**src/rtl/lights_pkg.sv**
```systemverilog
`default_nettype none
// ============================================================================
// Module  : lights_pkg
// Brief   : Shared sizes, scanner state encoding and address helper for the
//           lights BRAM arbiter.
// Revision: 1.0
// ============================================================================
package lights_pkg;

    localparam int LIGHTS_WIDTH = 16;
    localparam int LIGHTS_DEPTH = 2048;
    localparam int LIGHTS_IDX_W = $clog2(LIGHTS_DEPTH);

    typedef enum logic [1:0] {
        SCAN_IDLE  = 2'd0,
        SCAN_RUN   = 2'd1,
        SCAN_DRAIN = 2'd2
    } scan_state_e;

    function automatic logic addr_in_range(input logic [31:0] addr, input int depth);
        return addr < 32'(depth);
    endfunction

endpackage
`default_nettype wire

```
**src/rtl/lights_bram_arbiter_if.sv**
```systemverilog
`default_nettype none
// ============================================================================
// Module  : lights_bram_arbiter_if
// Brief   : Host register-style request/response bus into the lights arbiter.
// Revision: 1.0
// ============================================================================
interface lights_bram_arbiter_if
    import lights_pkg::*;
#(
    parameter int WIDTH = LIGHTS_WIDTH
) ();

    logic             host_req_valid;
    logic             host_req_ready;
    logic             host_req_we;
    logic [31:0]      host_req_addr;
    logic [WIDTH-1:0] host_req_wdata;
    logic             host_rsp_valid;
    logic [WIDTH-1:0] host_rsp_rdata;
    logic             host_rsp_err;

    modport master (
        output host_req_valid, host_req_we, host_req_addr, host_req_wdata,
        input  host_req_ready, host_rsp_valid, host_rsp_rdata, host_rsp_err
    );

    modport slave (
        input  host_req_valid, host_req_we, host_req_addr, host_req_wdata,
        output host_req_ready, host_rsp_valid, host_rsp_rdata, host_rsp_err
    );

endinterface
`default_nettype wire

```
**src/rtl/lights_scan_seq.sv**
```systemverilog
`default_nettype none
// ============================================================================
// Module  : lights_scan_seq
// Brief   : Full-memory scanner: state machine, index counter, output pipeline.
// Revision: 1.0
// ============================================================================
module lights_scan_seq
    import lights_pkg::*;
#(
    parameter int  WIDTH = LIGHTS_WIDTH,
    parameter int  DEPTH = LIGHTS_DEPTH,
    localparam int IDX_W = $clog2(DEPTH)
) (
    input  wire logic             clk,
    input  wire logic             rst_n,
    input  wire logic             scan_start_i,
    input  wire logic             scan_ready_i,
    input  wire logic             grant_i,
    input  wire logic [WIDTH-1:0] bram_dout_i,
    output logic                  scan_req_o,
    output logic [IDX_W-1:0]      idx_o,
    output logic                  scan_busy_o,
    output logic                  scan_data_valid_o,
    output logic [WIDTH-1:0]      scan_data_o,
    output logic [IDX_W-1:0]      scan_index_o,
    output logic                  scan_last_o,
    output logic                  scan_done_o
);

    localparam logic [IDX_W-1:0] C_LAST_IDX = IDX_W'(DEPTH - 1);

    scan_state_e      state_q, state_d;
    logic [IDX_W-1:0] idx_q, idx_d;
    logic             valid_q;
    logic [IDX_W-1:0] out_idx_q;
    logic             last_q;

    // Kept outside the FSM process: grant_i is derived from this request.
    assign scan_req_o = (state_q == SCAN_RUN) && scan_ready_i;

    always_ff @(posedge clk or negedge rst_n) begin
        if (!rst_n) begin
            state_q   <= SCAN_IDLE;
            idx_q     <= '0;
            valid_q   <= 1'b0;
            out_idx_q <= '0;
            last_q    <= 1'b0;
        end else begin
            state_q   <= state_d;
            idx_q     <= idx_d;
            valid_q   <= grant_i;
            out_idx_q <= grant_i ? idx_q : '0;
            last_q    <= grant_i && (idx_q == C_LAST_IDX);
        end
    end

    always_comb begin
        state_d = state_q;
        idx_d   = idx_q;
        case (state_q)
            SCAN_IDLE: begin
                if (scan_start_i) begin
                    state_d = SCAN_RUN;
                    idx_d   = '0;
                end
            end
            SCAN_RUN: begin
                if (grant_i) begin
                    if (idx_q == C_LAST_IDX) begin
                        state_d = SCAN_DRAIN;
                    end else begin
                        idx_d = idx_q + IDX_W'(1);
                    end
                end
            end
            SCAN_DRAIN: state_d = SCAN_IDLE;
            default:    state_d = SCAN_IDLE;
        endcase
    end

    assign idx_o             = idx_q;
    assign scan_busy_o       = (state_q != SCAN_IDLE);
    assign scan_data_valid_o = valid_q;
    assign scan_data_o       = valid_q ? bram_dout_i : '0;
    assign scan_index_o      = out_idx_q;
    assign scan_last_o       = last_q;
    assign scan_done_o       = last_q;

endmodule
`default_nettype wire

```
**src/rtl/lights_bram_arbiter.sv**
```systemverilog
`default_nettype none
// ============================================================================
// Module  : lights_bram_arbiter
// Brief   : Shares the single-port lights BRAM between host and scanner.
// Revision: 1.0
// ============================================================================
module lights_bram_arbiter
    import lights_pkg::*;
#(
    parameter int  WIDTH      = LIGHTS_WIDTH,
    parameter int  DEPTH      = LIGHTS_DEPTH,
    parameter int  SCAN_BURST = 8,
    localparam int IDX_W      = $clog2(DEPTH),
    localparam int CNT_W      = $clog2(SCAN_BURST + 1)
) (
    input  wire logic                clk,
    input  wire logic                rst_n,
    lights_bram_arbiter_if.slave     host,
    input  wire logic                scan_start,
    input  wire logic                scan_ready,
    output logic                     scan_busy,
    output logic                     scan_data_valid,
    output logic [WIDTH-1:0]         scan_data,
    output logic [IDX_W-1:0]         scan_index,
    output logic                     scan_last,
    output logic                     scan_done,
    output logic                     bram_we,
    output logic [31:0]              bram_addr,
    output logic [WIDTH-1:0]         bram_din,
    input  wire logic [WIDTH-1:0]    bram_dout
);

    logic             w_scan_req;
    logic             w_grant_scan;
    logic             w_starve;
    logic             w_host_acc;
    logic             w_host_in_range;
    logic [IDX_W-1:0] w_scan_idx;

    logic [CNT_W-1:0] cnt_q, cnt_d;
    logic             rsp_valid_q;
    logic             rsp_err_q;
    logic             rsp_rd_q;

    lights_scan_seq #(
        .WIDTH (WIDTH),
        .DEPTH (DEPTH)
    ) u_scan_seq (
        .clk               (clk),
        .rst_n             (rst_n),
        .scan_start_i      (scan_start),
        .scan_ready_i      (scan_ready),
        .grant_i           (w_grant_scan),
        .bram_dout_i       (bram_dout),
        .scan_req_o        (w_scan_req),
        .idx_o             (w_scan_idx),
        .scan_busy_o       (scan_busy),
        .scan_data_valid_o (scan_data_valid),
        .scan_data_o       (scan_data),
        .scan_index_o      (scan_index),
        .scan_last_o       (scan_last),
        .scan_done_o       (scan_done)
    );

    // Scanner wins unless a waiting host has already seen SCAN_BURST scanner grants.
    assign w_starve        = (cnt_q == CNT_W'(SCAN_BURST));
    assign w_grant_scan    = w_scan_req && !w_starve;
    assign w_host_acc      = host.host_req_valid && !w_grant_scan;
    assign w_host_in_range = addr_in_range(host.host_req_addr, DEPTH);
    assign host.host_req_ready = !w_grant_scan;

    always_comb begin
        cnt_d = cnt_q;
        if (!host.host_req_valid || w_host_acc) begin
            cnt_d = '0;
        end else if (w_grant_scan) begin
            cnt_d = cnt_q + CNT_W'(1);
        end
    end

    always_comb begin
        bram_we   = 1'b0;
        bram_addr = '0;
        bram_din  = '0;
        if (w_grant_scan) begin
            bram_addr = 32'(w_scan_idx);
        end else if (w_host_acc) begin
            bram_we   = host.host_req_we && w_host_in_range;
            bram_addr = host.host_req_addr;
            bram_din  = host.host_req_wdata;
        end
    end

    always_ff @(posedge clk or negedge rst_n) begin
        if (!rst_n) begin
            cnt_q       <= '0;
            rsp_valid_q <= 1'b0;
            rsp_err_q   <= 1'b0;
            rsp_rd_q    <= 1'b0;
        end else begin
            cnt_q       <= cnt_d;
            rsp_valid_q <= w_host_acc;
            rsp_err_q   <= w_host_acc && !w_host_in_range;
            rsp_rd_q    <= w_host_acc && !host.host_req_we && w_host_in_range;
        end
    end

    assign host.host_rsp_valid = rsp_valid_q;
    assign host.host_rsp_err   = rsp_err_q;
    assign host.host_rsp_rdata = rsp_rd_q ? bram_dout : '0;

endmodule
`default_nettype wire
```
**src/flat_wrapper.sv**
```systemverilog
// flat-port wrapper written by rule: the top's interface ports become plain ports
module lights_bram_arbiter_flat import lights_pkg::*;
#(
    parameter int  WIDTH      = LIGHTS_WIDTH,
    parameter int  DEPTH      = LIGHTS_DEPTH,
    parameter int  SCAN_BURST = 8,
    localparam int IDX_W      = $clog2(DEPTH),
    localparam int CNT_W      = $clog2(SCAN_BURST + 1)
)
  (clk, rst_n, scan_start, scan_ready, scan_busy, scan_data_valid, scan_data, scan_index, scan_last, scan_done, bram_we, bram_addr, bram_din, bram_dout, host_host_req_valid, host_host_req_we, host_host_req_addr, host_host_req_wdata, host_host_req_ready, host_host_rsp_valid, host_host_rsp_rdata, host_host_rsp_err);
  lights_bram_arbiter_if #(.WIDTH(WIDTH)) host_i ();
  input  wire logic clk;
  input  wire logic rst_n;
  input  wire logic scan_start;
  input  wire logic scan_ready;
  output logic scan_busy;
  output logic scan_data_valid;
  output logic [WIDTH-1:0] scan_data;
  output logic [IDX_W-1:0] scan_index;
  output logic scan_last;
  output logic scan_done;
  output logic bram_we;
  output logic [31:0] bram_addr;
  output logic [WIDTH-1:0] bram_din;
  input  wire logic [WIDTH-1:0] bram_dout;
  input wire logic [$bits(host_i.host_req_valid)-1:0] host_host_req_valid;
  input wire logic [$bits(host_i.host_req_we)-1:0] host_host_req_we;
  input wire logic [$bits(host_i.host_req_addr)-1:0] host_host_req_addr;
  input wire logic [$bits(host_i.host_req_wdata)-1:0] host_host_req_wdata;
  output wire logic [$bits(host_i.host_req_ready)-1:0] host_host_req_ready;
  output wire logic [$bits(host_i.host_rsp_valid)-1:0] host_host_rsp_valid;
  output wire logic [$bits(host_i.host_rsp_rdata)-1:0] host_host_rsp_rdata;
  output wire logic [$bits(host_i.host_rsp_err)-1:0] host_host_rsp_err;
  assign host_i.host_req_valid = host_host_req_valid;
  assign host_i.host_req_we = host_host_req_we;
  assign host_i.host_req_addr = host_host_req_addr;
  assign host_i.host_req_wdata = host_host_req_wdata;
  assign host_host_req_ready = host_i.host_req_ready;
  assign host_host_rsp_valid = host_i.host_rsp_valid;
  assign host_host_rsp_rdata = host_i.host_rsp_rdata;
  assign host_host_rsp_err = host_i.host_rsp_err;
  lights_bram_arbiter #(.WIDTH(WIDTH), .DEPTH(DEPTH), .SCAN_BURST(SCAN_BURST)) u_core (.clk(clk), .rst_n(rst_n), .host(host_i), .scan_start(scan_start), .scan_ready(scan_ready), .scan_busy(scan_busy), .scan_data_valid(scan_data_valid), .scan_data(scan_data), .scan_index(scan_index), .scan_last(scan_last), .scan_done(scan_done), .bram_we(bram_we), .bram_addr(bram_addr), .bram_din(bram_din), .bram_dout(bram_dout));
endmodule
```
**config.mk**
```make
export PLATFORM = sky130hd
export DESIGN_NAME = lights_bram_arbiter_flat
export DESIGN_NICKNAME = d
export VERILOG_FILES = /design/src/rtl/lights_pkg.sv /design/src/rtl/lights_bram_arbiter_if.sv /design/src/rtl/lights_scan_seq.sv /design/src/rtl/lights_bram_arbiter.sv /design/src/flat_wrapper.sv
export SDC_FILE = /design/constraint.sdc
export NUM_CORES = 1
export LEC_CHECK = 0
export ABC_CLOCK_PERIOD_IN_PS = 2500
export BUFFER_PORTS_ARGS = -buffer_cell sky130_fd_sc_hd__buf_2
export CAP_MARGIN = 20
export CORE_ASPECT_RATIO = 2
export CORE_UTILIZATION = 40
export CTS_BUF_LIST = sky130_fd_sc_hd__clkbuf_2
export CTS_CLUSTER_SIZE = 30
export DETAILED_ROUTE_END_ITERATION = 10
export PLACE_DENSITY = 0.88
export SYNTH_ARGS = -nofsm -noshare
export SYNTH_HDL_FRONTEND = slang
export SYNTH_SLANG_ARGS = --single-unit
```
**constraint.sdc**
```tcl
create_clock -name clk -period 2.5 [get_ports clk]
set_clock_uncertainty 0.1 [all_clocks]
set_input_delay 0.5 -clock clk [delete_from_list [all_inputs] [get_ports clk]]
set_output_delay 0.5 -clock clk [all_outputs]
set_load 0.005 [all_outputs]
```
==> results of run 1 <==
==> metal layers <==
metal  vias to the layer above  part of all wire (%)
met1                      1158                    31
met2                       164                    58
met4                         0                   2.7
met3                        14                   8.5
met5                         -                     0
li1                       1173                     -
==> cells in the mapped netlist (all sizes together) (3+ instances only) <==
master / instances
clkbuf: 10
buf: 7
nor3: 6
a31oi: 5
ha: 3
dfrtp: 33
a21oi: 4
nor4: 6
a21o: 13
nor2: 13
inv: 6
and2: 42
o211ai: 4
nand3: 7
o21ai: 3
nand2: 12
and3: 39
==> power breakdown <==
part           internal [mW]  switching, mW  total, mW
logic                  0.320          0.290      0.610
clock network         0.0650          0.191      0.256
registers              0.628          0.114      0.742
==> critical path, cell delays in order (launching register included) <==
cell and delay, ns:
dfrtp_1 0.43, inv_2 0.08, ha_4 0.13, nand2_2 0.05, o211a_4 0.29, clkbuf_16 0.17
and2_4 0.16, a21o_1 0.15, buf_2 0.12
==> layout make-up <==
type / count / share of cell area (%)
Inverter: 6 / 1.08
Tap cell: 57 / 2.20
Multi-Input combinational cell: 178 / 37.2
Timing Repair inverter: 1 / 0.232
Clock buffer: 5 / 0.772
Timing Repair Buffer: 185 / 32.5
Sequential cell: 33 / 25.5
Clock inverter: 3 / 0.540
==> logic make-up after synthesis <==
family,count (synthesis),synth area share (%)
flops,33,39.6
buf+inv,23,5.88
fa+ha+maj,3,1.80
xor+xnor,2,0.839
compound gates,35,13.0
simple gates,138,38.9
==> path summary, 6_finish.rpt <==
check	from	cells after the start	endpoint
max	u_core.cnt_q[0]	8	bram_addr[1]
min	rst_n	1	u_core.u_scan_seq.idx_o[8]
max reg2reg	u_core.u_scan_seq.idx_o[0]	5	u_core.u_scan_seq.idx_o[3]
min reg2reg	u_core.u_scan_seq.idx_o[10]	2	u_core.u_scan_seq.idx_o[10]
max in group asynchronous	rst_n	1	u_core.cnt_q[3]
min in group clk	host_host_req_we	2	u_core.rsp_rd_q
==> timing repair <==
item / CTS / global route
setup buffers: 7 / 3
gates resized for setup: 20 / 15
endpoints found under the setup margin: 33 / 49
hold buffers: 0 / 0
pin swaps: 1 / 6
cloned: 2 / 1
==> cells in the final DEF, fill, tap and decap left out, types with 3 or more instances in the layout <==
cell      count
o211ai_1      4
dfrtp_1      33
clkbuf_2      5
nand2_1      10
a31oi_1       5
nand3_1       5
a21o_1       12
and2_1       34
buf_2       167
nor2_1       12
nor4_1        6
and3_1       38
nor3_1        6
buf_4        11
and2_4        8
a21oi_1       3
==> flip-flops by register name, summed over array words and instances, names as in the netlist <==
name                                 flops
u_core.host.host_rsp_err                 1
u_core.cnt_q                             4
u_core.u_scan_seq.scan_data_valid_o      1
u_core.u_scan_seq.scan_done_o            1
u_core.host.host_rsp_valid               1
u_core.u_scan_seq.idx_o                 11
u_core.rsp_rd_q                          1
u_core.u_scan_seq.state_q                2
u_core.u_scan_seq.scan_index_o          11
==> stage by stage <==
| step | instance area, sq um | total power [mW] | setup slack [ns] | std cells | setup TNS (ns) |
|---|---|---|---|---|---|
| after CTS | 3140 | 1.57 | -0.0487 | 464 | -0.416 |
| final | 3240 | 1.61 | -0.0739 | 468 | -0.678 |
| after global routing | 3240 | 1.71 | -0.110 | 468 | -2.63 |
| after detailed placement | 2940 | 1.27 | 0.0682 | 447 | 0 |
| after floorplan | 2090 | 1.02 | 0.377 | 234 | 0 |
| after global placement | 2940 | 1.24 | 0.139 | 447 | 0 |
==> summary.txt, run 1 <==
Status
  • Outcome: finished, violations left
  • Failing checks: negative setup slack

Synth
  • Register bit total from synthesis: 33
  • Avg Cell Area, Syn: a little under 9 sq um
  • Post-synth cell types: 43
  • Post-synth ARST share: between 90% and 100%
  • Net Count, Synth: between 300 and 400
  • Top_reg_cell synth: dfrtp_1
  • Synth top area cells: dfrtp_1 (40%), and2_1 (12%), and3_1 (12%)
  • Post-synth top area cell: dfrtp_1
  • Syn Std Cell Area: 2090 sq um
  • Top-area cell type share of the netlist area: roughly two fifths
  • EDFF count, synth: 0
  • Sequential share of the synthesized area: between 30% and 40%
  • Yosys warning total: 0
  • Synth Instances: roughly 230

Global routing
  • Global-route wire length before repair: just under 10 mm
  • Largest net degree at the start of global routing: 40
  • M1 GR Usage: between 20% and 30%
  • Met3 Use GR: 3.22%
  • Gr busiest metal: met2
  • Vias in the first global route: ~2200
  • GRT Util Overall: 23.7%
  • Met2 Use GR: a little under half
  • GRT overflow: 0
  • Initial antenna violation count: 0

Timing
  • Max-slew violations: 0
  • Hold_ws: slightly above 0.03 ns
  • Minimum clock period: about 2.6 ns
  • Relative slew slack: between 50% and 60%
  • Endpoints failing setup: 21
  • Actual slew at the worst max-slew pin: roughly 0.73 ns
  • Setup WS post-layout: -0.0739 ns
  • Final Hold Fails: 0
  • Max frequency: just under 400 MHz
  • Unrepaired setup endpoints after global routing: yes
  • Fin crit share: 103%

CTS
  • TritonCTS Sinks: 33
  • Clk_lat worst skew: 0.40 ns
  • H-tree depth: 2
  • CTS root buffer: clkbuf_2
  • Clock tree buffer depth: 2
  • Worst-path clk slew: approximately 0.17 ns
  • CTS buffer count: 5
  • CTS tree: yes

Floorplan
  • Core ar.: roughly 5000 sq um
  • Die Ht: ~100 microns
  • Die width: ~53 microns
  • DIE AREA: about 5500 sq um
  • Starting Density: ~42%
  • Num ports: between 150 and 200
  • Floorplan row count: 36

Power and ir drop
  • Leakage power: approximately 2 nW
  • PD cells: 496 nW/um^2
  • Peak VDD IR: 0.000277 V

Layout
  • Layout cell share with drive strength beyond 1: a little over half
  • Area Overhead vs Synth: 55.3%
  • Ant diodes: 0
  • Fin util: between 60% and 70%
  • Area of the multi-input gates: around 1200 sq um
  • # fillers: around 440
  • NumNets Final: around 480
  • Register area: 826 sq um

Detailed routing
  • Initial DRT Pass Iterations: 4
  • Vias per cell: ~5.4
  • DRC viols: 0
  • Vias: between 2000 and 3000
  • Initial drt markers: 110
  • Routed len/inst: around 15 microns
  • Detailed Route WL: ~7 mm
  • Post-route ant nets: 0

Worst setup path
  • Crit Path Category: reg -> out
  • Critical Path Sink Type: output pin
  • Type of origin of the critical path: register
  • CP max FO: 5
  • R2R Setup Slk: between 0.4 and 0.5 ns
  • Critical Path RT: roughly 1.9 ns
  • Arrival @ worst endpoint: between 1.5 and 2 ns

Place
  • Routability cong.: a little over 0.9
  • Hpwl dp: approximately 5 mm
  • PortBufs: around 170

Worst hold path
  • Hold crit path type: in -> async

Job
  • Max Cap Viol: 0
Power figures use the tool's default switching activity.
==> run 2: changes to the inputs <==
CELL_PAD_IN_SITES_DETAIL_PLACEMENT = 0   (was default)
CELL_PAD_IN_SITES_GLOBAL_PLACEMENT = 1   (was default)
CORE_UTILIZATION = 27   (was 40)
==> run 2 against run 1 <==
Against the previous run:
- routed wire length decreased by 3.7%
- largest power group unchanged
- hold slack better by 0.018 ns
- critical endpoint is now bram_addr[0]
- worst setup slack gained 0.044 ns
- combinational power fell by 6.4%
- the flow still finishes with violations (negative setup slack)
- clock-buffer cell count increased by 1
- flip-flop and latch count unchanged
- sequential share of layout area is essentially flat
- clock power is 38% higher
==> summary.txt, run 2 (synthesized netlist as in run 1, its figures left out) <==
Timing
  • Final Hold Fails: 0 (unchanged)
  • Max-slew violations: 0 (unchanged)
  • Minimum clock period: 2.53 ns (-0.0438 ns)
  • Fin crit share: 101% (-1.8 points)
  • Endpoints failing setup: 9 (-57%)
  • Max frequency: 395 MHz (+1.7%)
  • Actual slew at the worst max-slew pin: 0.742 ns (+0.00814 ns)
  • Setup WS post-layout: -0.0301 ns (+0.0438 ns)
  • Hold_ws: 0.0489 ns (+0.0177 ns)
  • Relative slew slack: 50.6% (-0.54 points)
  • Unrepaired setup endpoints after global routing: yes

Place
  • Hpwl dp: 4.90 mm (-3.1%)
  • Routability cong.: 0.823 (-12%)
  • Placement Cell Area: 2990 sq um (+1.8%)
  • PortBufs: 168 (unchanged)

CTS
  • H-tree depth: 2 (unchanged)
  • Worst-path clk slew: 0.18 ns (about the same)
  • Clock tree buffer depth: 2 (unchanged)
  • # hold bufs at CTS: 0 (unchanged)
  • CTS tree: yes
  • CTS root buffer: clkbuf_2
  • CTS buffer count: 5 (unchanged)
  • TritonCTS Sinks: 33 (unchanged)
  • Clk_lat worst skew: 0.38 ns (-0.02 ns)

Worst setup path
  • Max stage delay on crit path: 0.41 ns (-0.02 ns)
  • Critical Path Sink Type: output pin
  • Crit-path slowest cell: dfrtp_1
  • Arrival @ worst endpoint: 1.93 ns (-0.04 ns)
  • CP max FO: 16 (+11)
  • CP Cell Sequence: inv_1, ha_2, nand2_2, o211a_4, buf_12, and2_4, a21o_1, buf_2
  • Critical Path RT: 1.90 ns (about the same)
  • Type of origin of the critical path: register
  • Reg2reg path depth: 5 (unchanged)
  • Crit Path Category: reg -> out

Floorplan
  • Floorplan row count: 45 (+25%)
  • Starting Density: 27.7% (-14 points)
  • DIE AREA: 8110 sq um (+47%)
  • Core ar.: 7540 sq um (+52%)
  • Num ports: 169 (unchanged)
  • Die Ht: 126 microns (+21%)
  • Die width: 64.2 microns (+21%)

Status
  • Outcome: finished, violations left
  • Failing checks: negative setup slack

Detailed routing
  • Vias: 2418 (-3.6%)
  • DRC viols: 0 (unchanged)
  • Routed len/inst: 13.1 microns (-11%)
  • Initial drt markers: 47 (-57%)
  • Max Used Layer: met4
  • Post-route ant nets: 0 (unchanged)
  • Vias per cell: 4.77 (-11%)
  • M1 wire length: 2.34 mm (+11%)
  • Detailed Route WL: 6.65 mm (-3.7%)
  • WL met2: 3.71 mm (-7.6%)
  • Met3 wire length: 401 microns (-32%)
  • Initial DRT Pass Iterations: 6 (+2)

Layout
  • Layout cell share with drive strength beyond 1: 53.2% (-0.86 points)
  • Most frequent cells in the layout: buf_2 (168), and3_1 (39), and2_1 (34)
  • # fillers: 766 (+74%)
  • Final Cell Area: 3240 sq um (unchanged)
  • Commonest non-fill, non-tap cell in the layout: buf_2
  • NumNets Final: 484 (+0.21%)
  • Area Overhead vs Synth: 55.3% (unchanged)

Power and ir drop
  • PD cells: 511 nW/um^2 (+2.9%)
  • Peak VDD IR: 0.000262 V (-5.4%)
  • Leakage power: 2.00 nW (-0.25%)

Global routing
  • GRT Util Overall: 15.6% (-8.0 points)
  • Global-route wire length before repair: 9.84 mm (+2.4%)
  • Vias in the first global route: 2208 (+1.9%)
  • Largest net degree at the start of global routing: 48 (+20%)
  • GRT overflow: 0 (unchanged)
  • Initial antenna violation count: 1 (+1)

Worst hold path
  • Hold crit path type: in -> async

Job
  • Max Cap Viol: 0 (unchanged)
## run 2: per-layer routing
layer | global-route usage (%) | vias to the layer above
met5 | 0 | -
met1 | 14.5 | 1101
li1 | - | 1175
met4 | 8.76 | 0
met2 | 30.7 | 128
met3 | 2.61 | 14
## run 2: final timing paths
kind / startpoint / endpoint / slack (ns)
min in group clk: host_host_req_we / u_core.rsp_rd_q / 0.18
max in group asynchronous: rst_n / u_core.u_scan_seq.state_q[1] / 1.75
worst min register to register: u_core.u_scan_seq.state_q[1] / u_core.u_scan_seq.state_q[0] / 0.42
worst max register to register: u_core.u_scan_seq.idx_o[0] / u_core.u_scan_seq.idx_o[1] / 0.44
worst max-delay path: u_core.cnt_q[0] / bram_addr[0] / -0.03
worst min-delay path: rst_n / u_core.u_scan_seq.scan_done_o / 0.05
## run 2: area by class of cell
type                    instances  area (sq um)  area share (%)
multi-input cells             178          1170            36.2
repair buffers                186          1020            31.4
flip-flops and latches         33           827            25.5
well taps                      94           118            3.63
clock inverters                 2          33.8            1.04
clock buffers                   6          30.0           0.926
inverters                       6          30.0           0.926
repair inverters                1          7.51           0.232
diodes                          1          2.50          0.0772
## run 2: critical path: cells and delay by family, from the launching register on
kind	cells	cell delay, ns
AO/OA/AOI/OAI	2	0.42
flip-flops	1	0.41
buffers and inverters	3	0.34
AND/OR/NAND/NOR	2	0.22
adder cells (fa/ha/maj)	1	0.17
## run 2: where the power goes
group	switching (mW)	total [mW]	internal, mW
clock	0.183	0.354	0.171
combinational	0.268	0.571	0.303
sequential	0.102	0.730	0.628
## run 2: repair_timing
action	in CTS	in global routing
pin swaps	1	0
endpoints found under the setup margin	50	49
cloned	1	1
gates resized for setup	8	15
setup buffers	5	6
## run 2: through the flow
| step | setup TNS, ns | setup slack (ns) | total power, mW | utilization (%) | instances |
|---|---|---|---|---|---|
| final | -0.0932 | -0.0301 | 1.65 | 43.0 | 507 |
| after global routing | -4.64 | -0.153 | 1.77 | 43.0 | 507 |
| after CTS | -0.119 | -0.0425 | 1.63 | 41.5 | 499 |
| after detailed placement | 0 | 0.144 | 1.27 | 39.6 | 485 |
| after global placement | 0 | 0.204 | 1.25 | 39.6 | 485 |
| after floorplan | 0 | 0.377 | 1.02 | - | 234 |
